File: src/rtl/stream_fifo.sv
// First-word-fall-through stream FIFO with valid/ready on both sides.
// Adds occupancy count, almost-full/empty flags, flush and a high-water mark.
module stream_fifo #(
  parameter int WIDTH     = 32,
  parameter int DEPTH     = 4,
  parameter int AF_THRESH = DEPTH - 1,
  parameter int AE_THRESH = 1,
  localparam int CW = $clog2(DEPTH + 1),
  localparam int PW = ($clog2(DEPTH) > 1) ? $clog2(DEPTH) : 1
) (
  input  logic             clk,
  input  logic             rst_n,
  input  logic             flush,
  input  logic             s_valid,
  output logic             s_ready,
  input  logic [WIDTH-1:0] s_data,
  output logic             m_valid,
  input  logic             m_ready,
  output logic [WIDTH-1:0] m_data,
  output logic [CW-1:0]    count,
  output logic             almost_full,
  output logic             almost_empty,
  output logic [CW-1:0]    max_level,
  input  logic             max_clr
);

  logic [WIDTH-1:0] mem_q [DEPTH];
  logic [PW-1:0]    wr_ptr_q, wr_ptr_d;
  logic [PW-1:0]    rd_ptr_q, rd_ptr_d;
  logic [CW-1:0]    count_q, count_d;
  logic [CW-1:0]    max_q, max_d;
  logic             push, pop;

  // Flush forces both handshakes low, so no transfer can coincide with it.
  assign s_ready = (count_q != CW'(DEPTH)) && !flush;
  assign m_valid = (count_q != '0) && !flush;
  assign push    = s_valid && s_ready;
  assign pop     = m_valid && m_ready;

  assign m_data       = mem_q[rd_ptr_q];
  assign count        = count_q;
  assign max_level    = max_q;
  assign almost_full  = (count_q >= CW'(AF_THRESH));
  assign almost_empty = (count_q <= CW'(AE_THRESH));

  always_comb begin
    wr_ptr_d = wr_ptr_q;
    rd_ptr_d = rd_ptr_q;
    count_d  = count_q;
    max_d    = max_q;
    if (flush) begin
      wr_ptr_d = '0;
      rd_ptr_d = '0;
      count_d  = '0;
    end else begin
      if (push) begin
        wr_ptr_d = (wr_ptr_q == PW'(DEPTH - 1)) ? '0 : wr_ptr_q + 1'b1;
      end
      if (pop) begin
        rd_ptr_d = (rd_ptr_q == PW'(DEPTH - 1)) ? '0 : rd_ptr_q + 1'b1;
      end
      if (push && !pop) begin
        count_d = count_q + 1'b1;
      end else if (pop && !push) begin
        count_d = count_q - 1'b1;
      end
    end
    // The high-water mark tracks the post-edge occupancy, not the current one.
    if (max_clr) begin
      max_d = count_d;
    end else if (count_d > max_q) begin
      max_d = count_d;
    end
  end

  always_ff @(posedge clk or negedge rst_n) begin
    if (!rst_n) begin
      wr_ptr_q <= '0;
      rd_ptr_q <= '0;
      count_q  <= '0;
      max_q    <= '0;
      for (int i = 0; i < DEPTH; i++) begin
        mem_q[i] <= '0;
      end
    end else begin
      wr_ptr_q <= wr_ptr_d;
      rd_ptr_q <= rd_ptr_d;
      count_q  <= count_d;
      max_q    <= max_d;
      if (push) begin
        mem_q[wr_ptr_q] <= s_data;
      end
    end
  end

  always_ff @(posedge clk) begin
    if (rst_n) begin
      assert (count_q <= CW'(DEPTH));
    end
  end

endmodule
File: config.mk
export PLATFORM = sky130hd
export DESIGN_NAME = stream_fifo
export DESIGN_NICKNAME = d
export VERILOG_FILES = /design/src/rtl/stream_fifo.sv
export SDC_FILE = /design/constraint.sdc
export NUM_CORES = 1
export LEC_CHECK = 0
export ABC_AREA = 1
export BUFFER_PORTS_ARGS = -buffer_cell sky130_fd_sc_hd__buf_2
export CAP_MARGIN = 20
export CORE_MARGIN = 10
export CORE_UTILIZATION = 45
export CTS_BUF_LIST = sky130_fd_sc_hd__clkbuf_8
export CTS_CLUSTER_SIZE = 25
export DETAILED_ROUTE_END_ITERATION = 6
export GPL_ROUTABILITY_DRIVEN = 0
export HOLD_SLACK_MARGIN = 0.06
export PLACE_DENSITY = 0.71
export SLEW_MARGIN = 30
export SYNTH_ARGS = -nofsm -noshare
export SYNTH_HDL_FRONTEND = slang
export SYNTH_SLANG_ARGS = --single-unit
File: constraint.sdc
create_clock -name clk -period 6.06 [get_ports clk]
set_input_delay 0 -clock clk [delete_from_list [all_inputs] [get_ports clk]]
set_output_delay 0 -clock clk [all_outputs]
set_load 0.01 [all_outputs]
==> impl_metrics.csv <==
group,metric,value,unit
status,outcome,"finished, final reports clean",
clocking,clk_latency,0.44,ns
placement,place_ws,3.25,ns
die,start_util,0.463,
setup_path,path_cells,"inv_1 -> ha_1 -> nand2_2 -> nand2_4 -> nor2_8 -> inv_8 -> nand2_4 -> nand3_1 -> and3_1 -> ha_1 -> nand2_1 -> o21ai_0 -> nand2_1 -> nand2_1 -> nand4_1 -> dlygate4sd3_1 -> nand2_1",
setup_path,crit_fanout,134,
setup_path,crit_family,"buffers and inverters",
die,pin_count,80,
routing,ant_nets,0,
pwr,combPwrFrac,0.357,
synth,avgSynthCellArea,8.09,um2
die,dieArea,20300,um2
global_routing,grtUsageTotal,0.184,
die,rows,44,
setup_path,crit_arrival,3.71,ns
setup_path,crit_type,"register to register",
clocking,cts_buffers,17,
setup_path,cp-start-kind,"register",
sta,fin_skew,0.00767,ns
synth,syn_nets,885,
layout,area_growth,18.0,%
global_routing,antenna_found_initial,0,
routing,drtPass1Iterations,6,
placement,hpwl,10100,um
sta,setup_viol,0,
synth,syn_area,6750,um2
clocking,cts_tree,"built",
layout,fin_util,0.546,
clocking,clk_pin_slew,0.08,ns
synth,ys_seq_area_frac,0.512,
routing,wl,18300,um
sta,fin_crit_sh,0.556,
global_routing,grt_pass1_wl,30200,um
pwr,seqPwrFrac,0.398,
layout,layout_commonest_cell,"nand2_1",
sta,worst-slew-pin-transition,0.977,ns
sta,fin_tns_setup,0,ns
die,die_h,142,um
sta,fin_ws,2.69,ns
setup_path,cpMaxStageDelayCell,"dlygate4sd3_1",
setup_path,cp-end-kind,"register",
routing,viasPerCell,5.25,
clocking,clk_path_buf_depth,2,
global_routing,grt_start_max_net_pins,135,
setup_path,cp_common_cell,"nand2_1",
pwr,p_sw_frac,0.367,
routing,post-route-drc-count,0,
routing,num_vias,5857,
setup_path,crit_required,6.40,ns
die,dieWidth,142,um
job,maxCapViolations,0,
synth,ys_seq_elements,138,
die,fp.coreArea,14600,um2
setup_path,cp_slowest_stage_delay,0.56,ns
pwr,p_per_area,426,nW/um2
global_routing,first_global_vias,5717,
layout,num-nets-final,970,
setup_path,crit_buf_inv,3,
clocking,cts_root_buf,"clkbuf_8",
clocking,htree_levels,4,
routing,wl_per_cell,16.4,um
global_routing,grt.overflow.total,0,
hold_path,hold_class,"input pin to asynchronous set/reset pin",
layout,drive_above_1_share,0.145,
routing,first_iter_violations,419,
sta,finalHoldViolations,0,
synth,syn-instance-count,834,
pwr,p_leak,0.00407,uW
synth,yosys_warnings,0,
pwr,ir_worst_vdd,0.000237,V
pwr,p_int,2150,uW
layout,diodes,0,
clocking,postCtsResizedCells,0,
synth,netlist-cell-type-count,28,
sta,fmax,297,MHz
sta,relSlewSlack,0.347,
sta,finalCriticalPeriod,3.37,ns
pwr,clkPwrFrac,0.245,
sta,rsz0062_at_grt,"false",
sta,slew_viol_final,0,
layout,layout_common_cells,"nand2_1, dfrtp_1, o21ai_0, o21ai_1, buf_2",
clocking,clock_sinks,138,
placement,portBuffers,79,
pwr,p_switching,1250,uW
==> worst paths after layout <==
check | end | slack, ns | startpoint | cells after the start
hold reg to reg | mem_q[90] | 0.48 | mem_q[90] | 2
setup / recovery | max_level[1] | 2.69 | count[0] | 17
hold / removal | mem_q[101] | 0.11 | rst_n | 2
max in group asynchronous | rd_ptr_q[0] | 4.86 | rst_n | 3
min in group clk | mem_q[87] | 0.34 | s_data[23] | 4
setup reg to reg | max_level[1] | 2.69 | count[0] | 17
==> worst reg2reg max path: stages (launching register included) <==
cell	delay, ns
dfrtp_1	0.42
inv_1	0.16
ha_1	0.20
nand2_2	0.07
nand2_4	0.09
nor2_8	0.06
inv_8	0.54
nand2_4	0.17
nand3_1	0.12
and3_1	0.18
ha_1	0.24
nand2_1	0.06
o21ai_0	0.07
nand2_1	0.06
nand2_1	0.09
nand4_1	0.11
dlygate4sd3_1	0.56
nand2_1	0.05
==> what timing repair did <==
action | CTS | global route
hold endpoints to repair | 203 | 0
hold buffers | 38 | 0
buffers inserted | 0 | 0
==> synthesized netlist by cell type (all sizes together) <==
cell,number,area share
o21a,1,0.0011
nand3,7,0.0067
o22ai,32,0.030
clkbuf,22,0.012
buf,36,0.037
ha,13,0.024
dfrtp,138,0.51
inv,23,0.014
o21ai,199,0.15
nand4,4,0.0037
nand2,281,0.16
and3,2,0.0019
a21oi,3,0.0022
clkinv,1,0.00056
nor2,72,0.047
==> power by group through the flow <==
stage	Clock (uW)	Combinational, uW	Sequential [uW]
finish	831	1210	1350
global route	884	1390	1390
CTS	846	1220	1350
detailed placement	0	1200	1370
global placement	0	1180	1360
floorplan	0	790	1340
==> sequential cells by signal (all words and copies together) (netlist names) <==
register   cells
count          3
max_level      3
mem_q        128
rd_ptr_q       2
wr_ptr_q       2
==> logic make-up (layout without fill, tap and decap cells) <==
logic type      count (synthesis)  in the layout  share of synthesized area
simple gates                  366            366                      0.218
compound gates                235            235                      0.183
flops                         138            138                      0.512
buf+inv                        82            180                     0.0636
fa+ha+maj                      13             13                     0.0241
==> metrics by stage <==
stage	area [um2]	hold slack, ns	instances	total power, uW
final	7960	0.115	1116	3390
after global routing	7960	0.184	1116	3660
after CTS	7930	0.133	1115	3420
after detailed placement	7100	0.0446	1045	2570
after global placement	7100	0.0475	1045	2540
after floorplan	6750	-0.296	834	2130
==> final cells by class <==
type	instances	area, um2
flip-flops and latches	138	3450
repair buffers	124	858
inverters	24	97.6
multi-input cells	614	2870
clock inverters	7	110
well taps	184	230
clock buffers	25	344
fillers	1385	6630
==> layer usage <==
metal / global-route usage / routed length (um) / share of wire
met2: 0.285 / 8410 / 0.46
met4: 0.0644 / 280 / 0.015
met1: 0.249 / 8650 / 0.47
met3: 0.0374 / 921 / 0.050
met5: 0 / 0 / 0
Note: power is estimated with default switching activity, not from simulation.
